<file path="config.mk">
export PLATFORM = sky130hd
export DESIGN_NAME = cmp_issuer
export DESIGN_NICKNAME = d
export VERILOG_FILES = /design/src/rtl/cmp_issuer.sv
export SDC_FILE = /design/constraint.sdc
export NUM_CORES = 1
export LEC_CHECK = 0
export BUFFER_PORTS_ARGS = -buffer_cell sky130_fd_sc_hd__buf_2
export CAP_MARGIN = 20
export CORE_ASPECT_RATIO = 0.6
export CORE_MARGIN = 3
export CORE_UTILIZATION = 51
export DETAILED_ROUTE_END_ITERATION = 7
export PLACE_DENSITY = 0.94
export SYNTH_ARGS = -nofsm -noshare
export SYNTH_HDL_FRONTEND = slang
export SYNTH_SLANG_ARGS = --single-unit
export TNS_END_PERCENT = 5
</file>
<file path="constraint.sdc">
create_clock -name clk -period 3.05 [get_ports clk]
set_clock_uncertainty 0.15 [all_clocks]
set_input_delay 0.305 -clock clk [delete_from_list [all_inputs] [get_ports clk]]
set_output_delay 0.305 -clock clk [all_outputs]
set_load 0.01 [all_outputs]
</file>
<file path="src/rtl/cmp_issuer.sv">
// -----------------------------------------------------------------------------
// cmp_issuer
//
// Initiator that sits between the ALU control path and CMP_UNIT. It takes one
// compare request at a time on a valid/ready port, presents the operands and
// function code to CMP_UNIT with a single-cycle cmp_en strobe, waits for
// cmp_flag, and returns the captured cmp_out on a valid/ready response port
// that tolerates arbitrary backpressure.
//
// Optional feature macro: CMP_ISSUER_TIMEOUT_EN
//   When defined, a watchdog bounds the time spent waiting for cmp_flag and
//   turns an expired wait into an error response. When undefined, the issuer
//   waits for cmp_flag indefinitely.
//
// Ports
//   clk        : rising-edge clock
//   rst        : asynchronous, active-low reset
//   req_valid  : request present
//   req_ready  : request accepted when req_valid & req_ready
//   req_a      : operand A
//   req_b      : operand B
//   req_fun    : 01 EQ, 10 GT, 11 LT, 00 illegal
//   in1        : operand A towards CMP_UNIT (holds last issued value)
//   in2        : operand B towards CMP_UNIT (holds last issued value)
//   cmp_fun    : function code towards CMP_UNIT (holds last issued value)
//   cmp_en     : one-cycle strobe per issued compare
//   cmp_out    : result from CMP_UNIT
//   cmp_flag   : CMP_UNIT result valid
//   rsp_valid  : response present
//   rsp_ready  : response consumed when rsp_valid & rsp_ready
//   rsp_result : captured cmp_out (0 for error responses)
//   rsp_true   : reduction-OR of rsp_result
//   rsp_err    : illegal function code or watchdog expiry
//   busy       : a request is in flight
//   txn_count  : completed responses (errors included), wraps silently
// -----------------------------------------------------------------------------
module cmp_issuer #(
    parameter int IN1_WIDTH      = 16,
    parameter int IN2_WIDTH      = 16,
    parameter int CMP_OUT_WIDTH  = 16,
    parameter int CNT_WIDTH      = 8,
    parameter int TIMEOUT_CYCLES = 15
) (
    input  logic                     clk,
    input  logic                     rst,
    input  logic                     req_valid,
    output logic                     req_ready,
    input  logic [IN1_WIDTH-1:0]     req_a,
    input  logic [IN2_WIDTH-1:0]     req_b,
    input  logic [1:0]               req_fun,
    output logic [IN1_WIDTH-1:0]     in1,
    output logic [IN2_WIDTH-1:0]     in2,
    output logic [1:0]               cmp_fun,
    output logic                     cmp_en,
    input  logic [CMP_OUT_WIDTH-1:0] cmp_out,
    input  logic                     cmp_flag,
    output logic                     rsp_valid,
    input  logic                     rsp_ready,
    output logic [CMP_OUT_WIDTH-1:0] rsp_result,
    output logic                     rsp_true,
    output logic                     rsp_err,
    output logic                     busy,
    output logic [CNT_WIDTH-1:0]     txn_count
);

    // A zero watchdog limit would make every legal request fail before
    // CMP_UNIT could possibly answer, so reject it at elaboration.
    if (TIMEOUT_CYCLES < 1) begin : g_bad_timeout
        $error("cmp_issuer: TIMEOUT_CYCLES must be at least 1");
    end

    localparam logic [1:0] FUN_ILLEGAL = 2'b00;

    typedef enum logic [1:0] {
        ST_IDLE,
        ST_ISSUE,
        ST_WAIT,
        ST_RESP
    } state_t;

    state_t                     state_q,      state_d;
    logic                       req_ready_q,  req_ready_d;
    logic [IN1_WIDTH-1:0]       in1_q,        in1_d;
    logic [IN2_WIDTH-1:0]       in2_q,        in2_d;
    logic [1:0]                 cmp_fun_q,    cmp_fun_d;
    logic                       cmp_en_q,     cmp_en_d;
    logic                       rsp_valid_q,  rsp_valid_d;
    logic [CMP_OUT_WIDTH-1:0]   rsp_result_q, rsp_result_d;
    logic                       rsp_true_q,   rsp_true_d;
    logic                       rsp_err_q,    rsp_err_d;
    logic                       busy_q,       busy_d;
    logic [CNT_WIDTH-1:0]       txn_count_q,  txn_count_d;

`ifdef CMP_ISSUER_TIMEOUT_EN
    localparam int TO_W = (TIMEOUT_CYCLES < 2) ? 1 : $clog2(TIMEOUT_CYCLES);
    localparam logic [TO_W-1:0] TO_LAST = TO_W'(TIMEOUT_CYCLES - 1);

    // Number of WAIT cycles already spent without cmp_flag.
    logic [TO_W-1:0]            to_cnt_q,     to_cnt_d;
`endif

    // Next-state and next-output logic. Every output is a flop, so the
    // values computed here describe what the ports will show in the cycle
    // after the coming clock edge. The operands double as the request latch:
    // they are loaded on acceptance of a legal request and otherwise held,
    // which keeps in1/in2/cmp_fun at their last issued values.
    always_comb begin
        state_d      = state_q;
        in1_d        = in1_q;
        in2_d        = in2_q;
        cmp_fun_d    = cmp_fun_q;
        cmp_en_d     = 1'b0;
        rsp_valid_d  = rsp_valid_q;
        rsp_result_d = rsp_result_q;
        rsp_err_d    = rsp_err_q;
        txn_count_d  = txn_count_q;
`ifdef CMP_ISSUER_TIMEOUT_EN
        to_cnt_d     = to_cnt_q;
`endif

        unique case (state_q)
            ST_IDLE: begin
                if (req_valid && req_ready_q) begin
                    if (req_fun == FUN_ILLEGAL) begin
                        // Never reaches CMP_UNIT; answer straight away.
                        state_d      = ST_RESP;
                        rsp_valid_d  = 1'b1;
                        rsp_result_d = '0;
                        rsp_err_d    = 1'b1;
                    end else begin
                        state_d   = ST_ISSUE;
                        in1_d     = req_a;
                        in2_d     = req_b;
                        cmp_fun_d = req_fun;
                        cmp_en_d  = 1'b1;
                    end
                end
            end

            ST_ISSUE: begin
                state_d = ST_WAIT;
`ifdef CMP_ISSUER_TIMEOUT_EN
                to_cnt_d = '0;
`endif
            end

            ST_WAIT: begin
                // A flag in the same cycle the watchdog expires still
                // produces a normal response.
                if (cmp_flag) begin
                    state_d      = ST_RESP;
                    rsp_valid_d  = 1'b1;
                    rsp_result_d = cmp_out;
                    rsp_err_d    = 1'b0;
                end
`ifdef CMP_ISSUER_TIMEOUT_EN
                else if (to_cnt_q == TO_LAST) begin
                    state_d      = ST_RESP;
                    rsp_valid_d  = 1'b1;
                    rsp_result_d = '0;
                    rsp_err_d    = 1'b1;
                end else begin
                    to_cnt_d = to_cnt_q + TO_W'(1);
                end
`endif
            end

            ST_RESP: begin
                // Payload is held untouched until the consumer takes it.
                if (rsp_ready) begin
                    state_d     = ST_IDLE;
                    rsp_valid_d = 1'b0;
                    txn_count_d = txn_count_q + CNT_WIDTH'(1);
                end
            end

            default: begin
                state_d = ST_IDLE;
            end
        endcase

        req_ready_d = (state_d == ST_IDLE);
        busy_d      = (state_d != ST_IDLE);
        rsp_true_d  = |rsp_result_d;
    end

    // State and output registers. Reset parks the issuer in IDLE and throws
    // away anything in flight; only req_ready comes out of reset high.
    always_ff @(posedge clk or negedge rst) begin
        if (!rst) begin
            state_q      <= ST_IDLE;
            req_ready_q  <= 1'b1;
            in1_q        <= '0;
            in2_q        <= '0;
            cmp_fun_q    <= '0;
            cmp_en_q     <= 1'b0;
            rsp_valid_q  <= 1'b0;
            rsp_result_q <= '0;
            rsp_true_q   <= 1'b0;
            rsp_err_q    <= 1'b0;
            busy_q       <= 1'b0;
            txn_count_q  <= '0;
        end else begin
            state_q      <= state_d;
            req_ready_q  <= req_ready_d;
            in1_q        <= in1_d;
            in2_q        <= in2_d;
            cmp_fun_q    <= cmp_fun_d;
            cmp_en_q     <= cmp_en_d;
            rsp_valid_q  <= rsp_valid_d;
            rsp_result_q <= rsp_result_d;
            rsp_true_q   <= rsp_true_d;
            rsp_err_q    <= rsp_err_d;
            busy_q       <= busy_d;
            txn_count_q  <= txn_count_d;
        end
    end

`ifdef CMP_ISSUER_TIMEOUT_EN
    // Watchdog counter register.
    always_ff @(posedge clk or negedge rst) begin
        if (!rst) begin
            to_cnt_q <= '0;
        end else begin
            to_cnt_q <= to_cnt_d;
        end
    end
`endif

    assign req_ready  = req_ready_q;
    assign in1        = in1_q;
    assign in2        = in2_q;
    assign cmp_fun    = cmp_fun_q;
    assign cmp_en     = cmp_en_q;
    assign rsp_valid  = rsp_valid_q;
    assign rsp_result = rsp_result_q;
    assign rsp_true   = rsp_true_q;
    assign rsp_err    = rsp_err_q;
    assign busy       = busy_q;
    assign txn_count  = txn_count_q;

endmodule

</file>
== Yosys cells after proc, flatten, opt, wreduce, memory -nomap -nowiden ==
Cells that the tools add are included.

* Register bits after elaboration: 66
* Output and inout bits: 64
* Word-level logic and storage cells: 52
* Input bits: 55

* Multiplexer cells: 19
* Add/subtract/negate cells: 1
* Bitwise gates (word level): 1
* Reductions and logical operators: 12
* Eq/ne operators: 7

{| class="wikitable"
|+ Operator list
! cell !! number
|-
| two-way mux 16 bit || 3
|-
| case mux 16 bit (2 select lines) || 1
|-
| OR reduction 16 bit || 1
|-
| adder 8 x 1 -> 8 bit, second input constant || 1
|-
| two-way mux 1 bit || 8
|-
| two-way mux 2 bit || 4
|-
| inequality test 2 bit, second input constant || 4
|-
| case mux 2 bit (4 select lines) || 1
|-
| zero test 2 bit || 3
|-
| AND reduction 5 bit || 1
|-
| == test 2 bit, second input constant || 2
|-
| AND reduction 4 bit || 1
|-
| nonzero test 2 bit || 2
|-
| case mux 1 bit (3 select lines) || 1
|-
| AND reduction 3 bit || 1
|-
| nonzero test 3 bit || 1
|-
| == test 2 x 1 -> 1 bit, second input constant || 1
|-
| case mux 1 bit (2 select lines) || 1
|-
| AND reduction 2 bit || 1
|-
| logical AND 1 bit || 1
|-
| inverter 1 bit || 1
|}

== Logic depth before layout (Yosys ltp) ==
* Word-level depth: 5
* Mapped depth: 6
* Gate-level depth less buffers: 5

== Least setup slack after synthesis ==
Ideal clock, no wire load.

* Kind: register -> register
* Start: reg req_ready_q (netlist: req_ready)
* End: reg in1_q[0] (netlist: in1[0])
* Stages on the path, launching flop included: 6
* Period minus slack after synthesis: 1.786 ns
* Path buffers: 2
* Setup slack: 1.264 ns
* Arrival time: 1.511 ns
* Cells stage by stage: dfstp_2 and4bb_4 nor2b_4 buf_6 buf_12 mux2_4

* Cells in the longest elaborated chain, start to end: 2

{| class="wikitable"
|+ RTL lines
! element !! RTL line !! RTL
|-
| from (decl) || 82 || <nowiki>logic req_ready_q, req_ready_d;</nowiki>
|-
| from (signal assigned) || 205 || <nowiki>req_ready_q <= req_ready_d;</nowiki>
|-
| logical AND 1 bit || 123 || <nowiki>if (req_valid && req_ready_q) begin</nowiki>
|-
| AND reduction 3 bit (no line) || n/a ||
|-
| to (signal assigned) || 206 || <nowiki>in1_q <= in1_d;</nowiki>
|-
| to (decl) || 83 || <nowiki>logic [IN1_WIDTH-1:0] in1_q, in1_d;</nowiki>
|}

Every way passes these cells.
A chain may end at the register's enable or synchronous reset.

== Final worst setup path ==
* Start: reg state_q[1]
* End: reg in2_q[1] (netlist: in2[1])

* Cells in the longest elaborated chain, start to end: 2

{| class="wikitable"
|+ RTL lines
! element !! RTL line !! RTL
|-
| from (decl) || 81 || <nowiki>state_t state_q, state_d;</nowiki>
|-
| from (signal assigned) || 204 || <nowiki>state_q <= state_d;</nowiki>
|-
| zero test 2 bit || 121 || <nowiki>unique case (state_q)</nowiki>
|-
| AND reduction 3 bit (no line) || n/a ||
|-
| to (signal assigned) || 207 || <nowiki>in2_q <= in2_d;</nowiki>
|-
| to (decl) || 84 || <nowiki>logic [IN2_WIDTH-1:0] in2_q, in2_d;</nowiki>
|}

Every way passes these cells.

==> flow_summary.yaml <==
run_status:
  status: "finished with violations"
  violations: "negative hold slack"
synthesis:
  synth_top_cell_area_share: 0.577
  ys.flop_type: "dfrtp_1"
  synth_seq_cells: 66
  avgSynthCellArea_um2: 13.6
  synth_largest_area_cell: "dfrtp_1"
  ys_seq_area_frac: 0.587
  synth_area_leaders: "dfrtp_1 (58%), mux2_4 (15%), nand2_1 (3.3%), a22o_1 (2.5%), buf_12 (2.1%)"
  syn_area_um2: 2820
  synth_cell_types: 37
  syn_nets: 263
  async_flop_share: 1.00
  synth_edf_count: 0
  yosysMostFrequentCell: "dfrtp_1"
  syn_inst: 207
  yosys_warnings: 0
  synth_commonest_cells: "dfrtp_1 (65), mux2_4 (29), nand2_1 (25), o21ai_0 (9)"
worst_setup_path:
  crit_path_end_kind: "flop"
  cp_data_arrival_time_ns: 2.35
  start_kind: "flop"
  slowest_delay_ns: 0.51
  r2r-end: "in2[1]$_DFFE_PN0P_"
  path_cells: "and4bb_4, nor2b_4, buf_12, mux2_2"
  slowest_stage: "dfrtp_1"
  crit_cells: 4
  path_class: "reg -> reg"
  r2r_cells: 4
  ff2ff_setup_slack_ns: 0.77
  cp.buffers_inverters: 1
  crit_fanout: 21
  required_ns: 3.12
  path_delay_family: "simple AND/OR/NAND/NOR gates"
  r2r-start: "state_q[1]$_DFF_PN0_"
power_and_ir_drop:
  p_clk_frac: 0.177
  powerDensity_nw_per_um2: 991
  switching_power_mw: 1.24
  ir_worst_vdd_mv: 0.573
  comb_power_share: 0.383
  switching_share: 0.347
  seqPwrFrac: 0.441
  leakage_nw: 1.88
  p_int_mw: 2.33
clock_network:
  h-tree-depth: 3
  clock_path_buffers: 2
  postCtsSetupRepairBufs: 0
  clk_pin_slew_ns: 0.07
  cts_sinks: 66
  cts_resized: 0
  holdBufCountCts: 0
  cts-root-buf: "clkbuf_8"
  clk_latency_ns: 0.33
  numCtsBuffers: 9
  cts_tree: "yes"
sta:
  worst_slew_pin_slew_ns: 0.801
  relSlewSlack: 0.466
  period_needed_ns: 2.28
  grt_setup_unrepaired: "no"
  timing.final.ws_setup_ns: 0.767
  whs_ns: -0.0146
  setup-tns-final_ns: 0
  period_share: 0.749
  finalSetupViolations: 0
  fmax_mhz: 438
  maxSlewViolCount: 0
  finalHoldViolCount: 4
global_route:
  grt_max_degree: 67
  grtUsageTotal: 0.211
  antenna_found_initial: 0
  grt_pass1_wl_mm: 10.4
  first_global_vias: 2079
  overflow: 0
routing:
  first_pass_iters: 4
  first_iter_violations: 104
  drc: 0
  via_per_inst: 5.25
  vias: 2096
  detail_route.wl_per_cell_um: 16.1
  wirelength_mm: 6.43
  final_antenna_net_count: 0
floorplan:
  coreArea_um2: 5200
  io_pins: 119
  start_util: 0.541
  die_w_um: 102
  design.die.area_um2: 6480
  fp.dieH_um: 63.6
  row_count: 20
layout:
  drive_gt1_frac: 0.523
  synthToLayoutAreaGrowth_pct: 27.5
  layout.area.seq_um2: 1650
  num-nets-final: 385
  fillers: 393
  final_area_um2: 3590
  multi_input_area_um2: 1050
  diodes: 0
place:
  portBuffers: 118
  placed_cell_area_um2: 3420
  dpl.hpwl_mm: 4.79
  place_ws_ns: 0.786
  gp_congestion: 0.834
worst_hold_path:
  worstHoldPathType: "in -> async"
job:
  maxCapViolations: 0
cell usage in the layout, fill, tap and decap left out, types with 4 or more instances in the layout:
master    count
inv_1         5
nand3_1       5
xnor2_1       5
o21ai_0       9
nor2_1        8
dfrtp_1      65
mux2_2        4
mux2_4       29
nand2_1      25
nor4_1        6
buf_2       118
a22o_1        8
clkbuf_8     11
per-stage QoR:
stage / utilization / hold slack (ns) / power (mW) / std cells
2_1_floorplan: - / -0.141 / 2.36 / 207
3_3_place_gp: 0.658 / 0.305 / 2.88 / 384
3_5_place_dp: 0.658 / 0.310 / 2.95 / 384
4_1_cts: 0.690 / 0.0121 / 3.60 / 399
5_1_grt: 0.690 / 0.0248 / 3.81 / 399
6_report: 0.690 / -0.0146 / 3.56 / 399
flip-flops by register name, indices dropped and copies added, names as in the netlist, 2 cells and up:
| register | count |
|---|---|
| in2 | 16 |
| state_q | 2 |
| cmp_fun | 2 |
| rsp_result | 16 |
| txn_count | 8 |
| in1 | 16 |
power groups by stage:
stage / Combinational, mW / Clock [mW] / Sequential (mW)
floorplan: 0.676 / 0 / 1.69
global placement: 1.33 / 0 / 1.55
detailed placement: 1.37 / 0 / 1.57
CTS: 1.38 / 0.652 / 1.57
global route: 1.49 / 0.695 / 1.63
finish: 1.36 / 0.630 / 1.57
cells by family (layout without fill, tap and decap cells):
kind of cell	count (synthesis)	count (layout)	share of synthesized area
buffers and inverters	14	140	0.0404
multiplexers	34	34	0.174
adder cells (fa/ha/maj)	1	1	0.00444
AO/OA/AOI/OAI	27	27	0.0684
AND/OR/NAND/NOR	58	58	0.104
flip-flops	66	66	0.587
XOR/XNOR	7	7	0.0218
metal layers:
metal | up-vias | GRT usage | wire length [µm]
met5 | - | 0 | 0
met3 | 11 | 0.0996 | 714
met4 | 0 | 0.0573 | 84
met1 | 1006 | 0.267 | 2780
li1 | 965 | - | -
met2 | 114 | 0.326 | 2860
layout make-up:
class                           instances  area share
Sequential cell                        66       0.460
Clock inverter                          3     0.00418
Timing Repair Buffer                  120       0.172
Clock buffer                           12      0.0432
Multi-Input combinational cell        127       0.292
Inverter                                5     0.00522
Tap cell                               66      0.0230
how the worst max path moves through the flow:
stage	startpoint	endpoint
CTS	state_q[1]$_DFF_PN0_	in2[1]$_DFFE_PN0P_
detailed placement	state_q[1]$_DFF_PN0_	in2[1]$_DFFE_PN0P_
global route	state_q[1]$_DFF_PN0_	in2[1]$_DFFE_PN0P_
finish	state_q[1]$_DFF_PN0_	in2[1]$_DFFE_PN0P_
global placement	state_q[0]$_DFF_PN0_	in2[1]$_DFFE_PN0P_
floorplan	req_ready$_DFF_PN1_	in1[0]$_DFFE_PN0P_
Power figures use the tool's default switching activity.
